$ cat config.mk
export PLATFORM = sky130hd
export DESIGN_NAME = writeback_queue
export DESIGN_NICKNAME = d
export VERILOG_FILES = /design/src/rtl/writeback_queue.sv
export SDC_FILE = /design/constraint.sdc
export NUM_CORES = 1
export LEC_CHECK = 0
export ABC_AREA = 1
export BUFFER_PORTS_ARGS = -buffer_cell sky130_fd_sc_hd__buf_2
export CORE_MARGIN = 2
export CORE_UTILIZATION = 55
export CTS_CLUSTER_DIAMETER = 200
export DETAILED_ROUTE_END_ITERATION = 7
export GPL_TIMING_DRIVEN = 1
export HOLD_SLACK_MARGIN = 0.03
export PLACE_DENSITY = 0.84
export SKIP_LAST_GASP = 1
export SLEW_MARGIN = 20
export SYNTH_ARGS = -nofsm -noshare
export SYNTH_HDL_FRONTEND = slang
export SYNTH_SLANG_ARGS = --single-unit
$ cat constraint.sdc
create_clock -name clk -period 6.8 [get_ports clk]
set_input_delay 1.36 -clock clk [delete_from_list [all_inputs] [get_ports clk]]
set_output_delay 1.36 -clock clk [all_outputs]
set_load 0.05 [all_outputs]
$ cat src/rtl/writeback_queue.sv
// Writeback queue: merges load- and ALU-path writebacks into an in-order register-file write stream.
// Define WB_FORWARD_EN to drive fwd1_data/fwd2_data from the queue; otherwise they are tied to zero.
module writeback_queue #(
  parameter int unsigned DEPTH = 4
) (
  input  logic        clk,
  input  logic        reset,
  input  logic        mem_valid,
  input  logic [4:0]  mem_rd,
  input  logic [31:0] mem_data,
  input  logic        alu_valid,
  input  logic [4:0]  alu_rd,
  input  logic [31:0] alu_data,
  output logic        mem_ready,
  output logic        alu_ready,
  output logic        RegWrite,
  output logic [4:0]  WriteRegister,
  output logic [31:0] WriteData,
  input  logic [4:0]  query_reg1,
  input  logic [4:0]  query_reg2,
  output logic        pending1,
  output logic        pending2,
  output logic [31:0] fwd1_data,
  output logic [31:0] fwd2_data
);

  localparam int unsigned PW = (DEPTH > 1) ? $clog2(DEPTH) : 1;
  localparam int unsigned CW = PW + 1;

  logic [4:0]    rd_q   [DEPTH];
  logic [31:0]   data_q [DEPTH];
  logic [PW-1:0] head;
  logic [PW-1:0] tail;
  logic [CW-1:0] count;
  logic [CW-1:0] free;
  logic          pop;
  logic          mem_need;
  logic          mem_push;
  logic          alu_push;
  logic [PW-1:0] alu_slot;

  // The head always drains, so the slot it vacates this cycle counts as free.
  always_comb begin
    pop       = (count != '0);
    free      = CW'(DEPTH) - count + CW'(pop);
    mem_need  = mem_valid && (mem_rd != '0);
    mem_ready = !reset && (free >= CW'(1));
    alu_ready = !reset && (free >= (CW'(1) + CW'(mem_need)));
    mem_push  = mem_valid && mem_ready && (mem_rd != '0);
    alu_push  = alu_valid && alu_ready && (alu_rd != '0);
    alu_slot  = tail + PW'(mem_push);
  end

  always_ff @(posedge clk or posedge reset) begin
    if (reset) begin
      head  <= '0;
      tail  <= '0;
      count <= '0;
    end else begin
      head  <= head + PW'(pop);
      tail  <= tail + PW'(mem_push) + PW'(alu_push);
      count <= count + CW'(mem_push) + CW'(alu_push) - CW'(pop);
    end
  end

  always_ff @(posedge clk) begin
    if (mem_push) begin
      rd_q[tail]   <= mem_rd;
      data_q[tail] <= mem_data;
    end
    if (alu_push) begin
      rd_q[alu_slot]   <= alu_rd;
      data_q[alu_slot] <= alu_data;
    end
  end

  always_comb begin
    RegWrite      = pop;
    WriteRegister = pop ? rd_q[head] : '0;
    WriteData     = pop ? data_q[head] : '0;
  end

  // Scan oldest to youngest so the last match leaves the youngest value.
  always_comb begin
    logic [PW-1:0] slot;
    logic          live;
    pending1 = 1'b0;
    pending2 = 1'b0;
`ifdef WB_FORWARD_EN
    fwd1_data = '0;
    fwd2_data = '0;
`endif
    for (int unsigned i = 0; i < DEPTH; i++) begin
      slot = head + PW'(i);
      live = (CW'(i) < count);
      if (live && (query_reg1 != '0) && (rd_q[slot] == query_reg1)) begin
        pending1 = 1'b1;
`ifdef WB_FORWARD_EN
        fwd1_data = data_q[slot];
`endif
      end
      if (live && (query_reg2 != '0) && (rd_q[slot] == query_reg2)) begin
        pending2 = 1'b1;
`ifdef WB_FORWARD_EN
        fwd2_data = data_q[slot];
`endif
      end
    end
  end

`ifndef WB_FORWARD_EN
  assign fwd1_data = '0;
  assign fwd2_data = '0;
`endif

endmodule

======== After elaboration in Yosys (flattened, before gate mapping) ========
Memories as Yosys holds them, arrays and structs flattened.
Cells that the tools add are included.
word-level totals
  flip-flop bits (word level) ............. 7
  memory bits (writable) .................. 148
  input bits .............................. 88
  output and inout bits ................... 106
  memories kept ........................... 2
operators by class
  add/subtract/negate cells ............... 12
  magnitude comparators ................... 6
  equality and inequality tests ........... 8
  muxes and demuxes ....................... 14
  reduce and logical (&&, ||, !) cells .... 29
memory list
  name    words  width  read ports  clocked after Yosys merged registers in  wr ports  line  RTL
  data_q  4      32     1           0                                        2         31    logic [31:0] data_q [DEPTH];
  rd_q    4      5      4           0                                        2         30    logic [4:0] rd_q [DEPTH];
operator list
  operator             count
  $eq 5x5->1           8
  $mux 32              1
  $logic_and 1x1->1    23
  $reduce_bool 5->1    4
  $mux 1               12
  $add 3x1->3          3
  $add 2x1->2          3
  $lt 1x3->1 const A   2
  $lt 2x3->1 const A   2
  $mux 5               1
  $add 2x2->2 const B  2
  $ge 3x1->1 const B   1
  $ge 3x2->1           1
  $reduce_bool 3->1    1
  $sub 3x1->3          1
  $sub 3x3->3 const A  1
  $add 1x1->2 const A  1
  $add 2x1->2 const B  1
  $logic_not 1->1      1

======== Longest topological paths before layout ========
  depth after elaboration ................. 9
  depth in mapped cells ................... 17

======== Least setup slack after synthesis ========
Ideal clock, no wire load.
  kind .................................... input to register
  start point ............................. input port reset
  end point ............................... memory data_q[2][0], enable pin
  arrival time ............................ 4.690 ns
  slack ................................... 1.623 ns
  cell stages on the path ................. 5
  path buffers ............................ 0
  cells stage by stage .................... inv_1 -> nand2_1 -> nor2_1 -> inv_1 -> o31ai_1
RTL lines
  what                line  RTL
  start: declaration  7     input logic reset,
  end: declaration    31

======== Worst setup path after layout ========
  start point ............................. register head[1]
  end point ............................... output port pending2
on the way
  word-level cells in the longest chain between the ends .. 7
  elaborated cells between the ends (all ways) .. 16
ends and longest elaborated chain
  what                                                    line  RTL
  start: declaration                                      32    logic [PW-1:0] head;
  start signal: assignment                                60    head <= head + PW'(pop);
  $add 2x1->2 / $mem_v2 4x5 (equally long branches)       --
  $mem_v2 4x5 *                                           --
  $eq 5x5->1 / $logic_and 1x1->1 (equally long branches)  102   if (live && (query_reg2 != '0) && (rd_q[slot] == query_reg2)) begin
  $logic_and 1x1->1 / $mux 1 (equally long branches)      102
  $mux 1 (2 in a row)                                     102
  $mux 1 *                                                102
  end: declaration                                        22    output logic pending2,
Every way passes the cells marked *; elsewhere a longest branch is shown, timed or not.

==> metrics.csv <==
stage;metric;value;unit
floorplan;Initial Util;56.4;%
yosys;xor-xnor portion of the synthesized cell area;0.448;%
placement;Detailed Place HPWL;15.3;mm
layout;share of layout cells above drive strength 1;16.3;%
yosys;post-synthesis sequential area ratio;47.2;%
placement;RD Place Congestion;0.908;
routing;DRC;0;
routing;mean routed wirelength per cell;16.3;µm
routing;ANT nets after route;0;
routing;Starting DRT DRC Count;712;
pwr;NetSw;2.81;mW
floorplan;Core Footprint;17400;µm²
routing;final WL;24.6;mm
worst_setup_path;slowest CP cell;buf_4;
yosys;cell accounting for the most synthesized area;edfxtp_1;
worst_setup_path;Worst R2R Path Depth;14;
worst_hold_path;WHS Path Cells;2;
yosys;largest family of logic cells by synthesized area;simple AND/OR/NAND/NOR gates;
clock_network;clk_lat worst skew;0.42;ns
sta;Max-slew headroom;31.6;%
routing;Initial DRT Pass Iterations;5;
yosys;area share of the largest cell type after synthesis;45.4;%
sta;Slew Limit Fails;0;
global_routing;initial antenna violation count;2;
yosys;async set or reset register ratio after synthesis;4.52;%
pwr;Max VDD drop;0.366;mV
sta;fin crit period;4.72;ns
global_routing;vias in the first global route;7858;
pwr;register share of total power;26.5;%
layout;nets;1376;
yosys;Synth cell types;29;
worst_setup_path;capturing point of the worst reg2reg path;data_q[3][24];
global_routing;first-pass GRT wire length;37.8;mm
pwr;clock group share of total power;17.8;%
yosys;number of enable flip-flop cells after synthesis;148;
yosys;top post-synthesis cells by area;edfxtp_1 45%, nand2_1 14%, nand3_1 7.6%;
layout;Area Growth Syn to Fin;10.3;%
clock_network;Root Buffer Master;clkbuf_16;
sta;fin crit share;69.4;%
yosys;Mapped Cells;1185;
clock_network;Bufs on Longest Clock Path;2;
clock_network;H-tree levels;4;
sta;Setup TNS;0;ns
yosys;Synth Cell Area;9780;µm²
layout;end-of-flow core utilization;62.2;%
routing;Vias per Instance;5.66;
worst_setup_path;CP Buf/Inv Count;4;
worst_hold_path;Worst Hold End;count[1];
worst_setup_path;critical path type;flip-flop to primary output;
yosys;most frequent cell after synthesis;nand2_1;
pwr;PwrDens;513;nW/µm²
sta;Tightest Pin Transition;1.03;ns
worst_hold_path;Hold Startpoint;count[1];
pwr;Combinational Power Share;55.7;%
clock_network;number of buffers created by CTS;17;
sta;RSZ-0062 raised after global routing;false;
clock_network;clk sinks;155;
floorplan;full die area;18900;µm²
clock_network;postcts setup bufs;0;
yosys;Commonest cells post-synth;359 x nand2_1, 148 x edfxtp_1, 148 x nand3_1;
layout;register area;4620;µm²
worst_setup_path;most frequent CP cell;nand2_1;
worst_setup_path;startpoint types;flip-flop;
pwr;Leak Pwr;5.02;nW
worst_setup_path;crit path cell chain;buf_4 -> inv_1 -> nand2_1 -> nand2_1 -> nand2_1 -> nand3_1 -> nand2_1 -> nor2_1 -> nand3_1 -> nand2_1 -> inv_1 -> nand2_1 -> buf_2;
yosys;post-synthesis register bit count;155;
yosys;area share of and/or/nand/nor cells after synthesis;23.8;%
worst_setup_path;Reg2Reg Setup Slack;3.06;ns
yosys;yosys warns;0;
layout;area of the multi-input gates;4150;µm²
worst_hold_path;worst hold path class;flip-flop to flip-flop;
floorplan;die width;137;µm
floorplan;I/O pins;194;
yosys;mux contribution to synthesized area;0;%
yosys;dominant synthesized flop cell;edfxtp_1;
sta;Fin. Hold Viols;0;
worst_setup_path;CP Data Required Time;5.44;ns
floorplan;die span in y;137;µm
yosys;compound-cell area share of the yosys netlist;13.5;%
sta;clock skew;0.00814;ns
worst_setup_path;cell family with most CP delay;buffers and inverters;
run;MaxCap Viol Count;0;
clock_network;cts hold-fix bufs;0;
outcome;status;finished clean;
layout;ant diodes;0;
routing;vias;8569;
global_routing;largest net degree at the start of global routing;79;
yosys;adder-cell share of the synthesized area;1.69;%
clock_network;CTS tree;done;
global_routing;Remaining Overflow, GRT;0;
layout;fillers;1432;
sta;final setup fails;0;
global_routing;GRT Overall Usage;26.1;%
worst_setup_path;crit-path max FO;78;
worst_setup_path;CP Data Arrival Time;3.36;ns
yosys;syn avg cell area;8.25;µm²
worst_setup_path;Critical Path End Type;primary output;
sta;top achievable clock speed;212;MHz
pwr;Pint;2.73;mW
clock_network;clock-pin slew on the worst setup and hold paths;0.06;ns
placement;number of I/O port buffers;129;
pwr;Sw Ratio;50.7;%
worst_setup_path;Worst R2R Start;count[2];
clock_network;cts repair resizes;0;
floorplan;cell row count;48;
worst_setup_path;critical path's largest stage delay;0.68;ns
layer usage:
| metal | GRT usage [%] | wire (µm) | share of wire [%] | up-vias |
|---|---|---|---|---|
| li1 | - | - | - | 4077 |
| met1 | 31.5 | 9310 | 38 | 3977 |
| met2 | 46.7 | 12500 | 51 | 457 |
| met3 | 4.93 | 2280 | 9.3 | 54 |
| met4 | 9.34 | 498 | 2.0 | 4 |
| met5 | 0 | 31 | 0.13 | - |
metrics by stage:
step                      setup slack, ns  instance area (µm²)  total power, mW  hold slack, ns  cells
after CTS                            2.19                10800             5.51           0.757   1514
after global placement               2.74                10200             4.43           0.682   1482
after global routing                 1.83                10800             5.84           0.784   1514
final                                2.08                10800             5.53           0.758   1514
after detailed placement             2.64                10200             4.51           0.705   1482
after floorplan                      1.62                10000             3.89           0.503   1248
worst max-delay path by stage:
stage | slack, ns | cells after the start | endpoint | start
floorplan | 1.62 | 5 | data_q[2][0] | reset
detailed placement | 2.64 | 13 | pending1 | head[1]
CTS | 2.19 | 13 | pending1 | head[1]
global placement | 2.74 | 10 | alu_ready | mem_rd[2]
global route | 1.83 | 13 | pending1 | head[1]
finish | 2.08 | 13 | pending2 | head[1]
power by group through the flow:
stage               Combinational (mW)  Sequential [mW]  Clock, mW
global placement                  2.96             1.47          0
detailed placement                3.03             1.48          0
CTS                               3.06             1.46      0.991
finish                            3.08             1.47      0.988
floorplan                         2.41             1.48          0
global route                      3.33             1.49       1.03
cells by family (layout without fill, tap and decap cells):
logic type	count (synthesis)	count (layout)
adders and majority gates	12	12
other	1	64
and+or+nand+nor	559	559
xor gates and xnor gates	5	5
DFF	155	155
buffers and inverters	233	274
AOI/OAI and AO/OA	220	220
sequential cells by signal (all words and copies together), names as in the netlist:
signal,cells
count,3
data_q,128
head,2
rd_q,20
tail,2
area by class of cell:
type                            count  share of cell area (%)
Sequential cell                   155                    42.8
Multi-Input combinational cell    860                    38.4
Timing Repair Buffer              143                    6.96
Clock buffer                       20                    4.14
Inverter                           99                    3.44
Tap cell                          225                    2.61
Clock inverter                     12                    1.59
worst min-delay path, stage by stage (launching register included):
cell and delay, ns:
dfrtp_1 0.41, inv_1 0.14, fa_1 0.18
layout by cell type, fill, tap and decap left out, types with 2 or more instances in the layout:
cell type  count
a22oi_1       32
a31oi_1       32
buf_2        129
buf_4         14
bufinv_16      4
clkbuf_1       2
clkbuf_16     17
clkinv_2       5
clkinv_4       2
conb_1        64
dfrtp_1        5
dfrtp_2        2
edfxtp_1     148
fa_1           2
ha_1          10
inv_1         98
nand2_1      359
nand3_1      148
nand3_2        4
nor2_1        43
o21ai_0       63
o21ai_1       64
o21ai_2       24
o21ai_4        2
o31ai_4        2
xnor2_1        4
No activity file was read; power rests on OpenSTA's default activity.
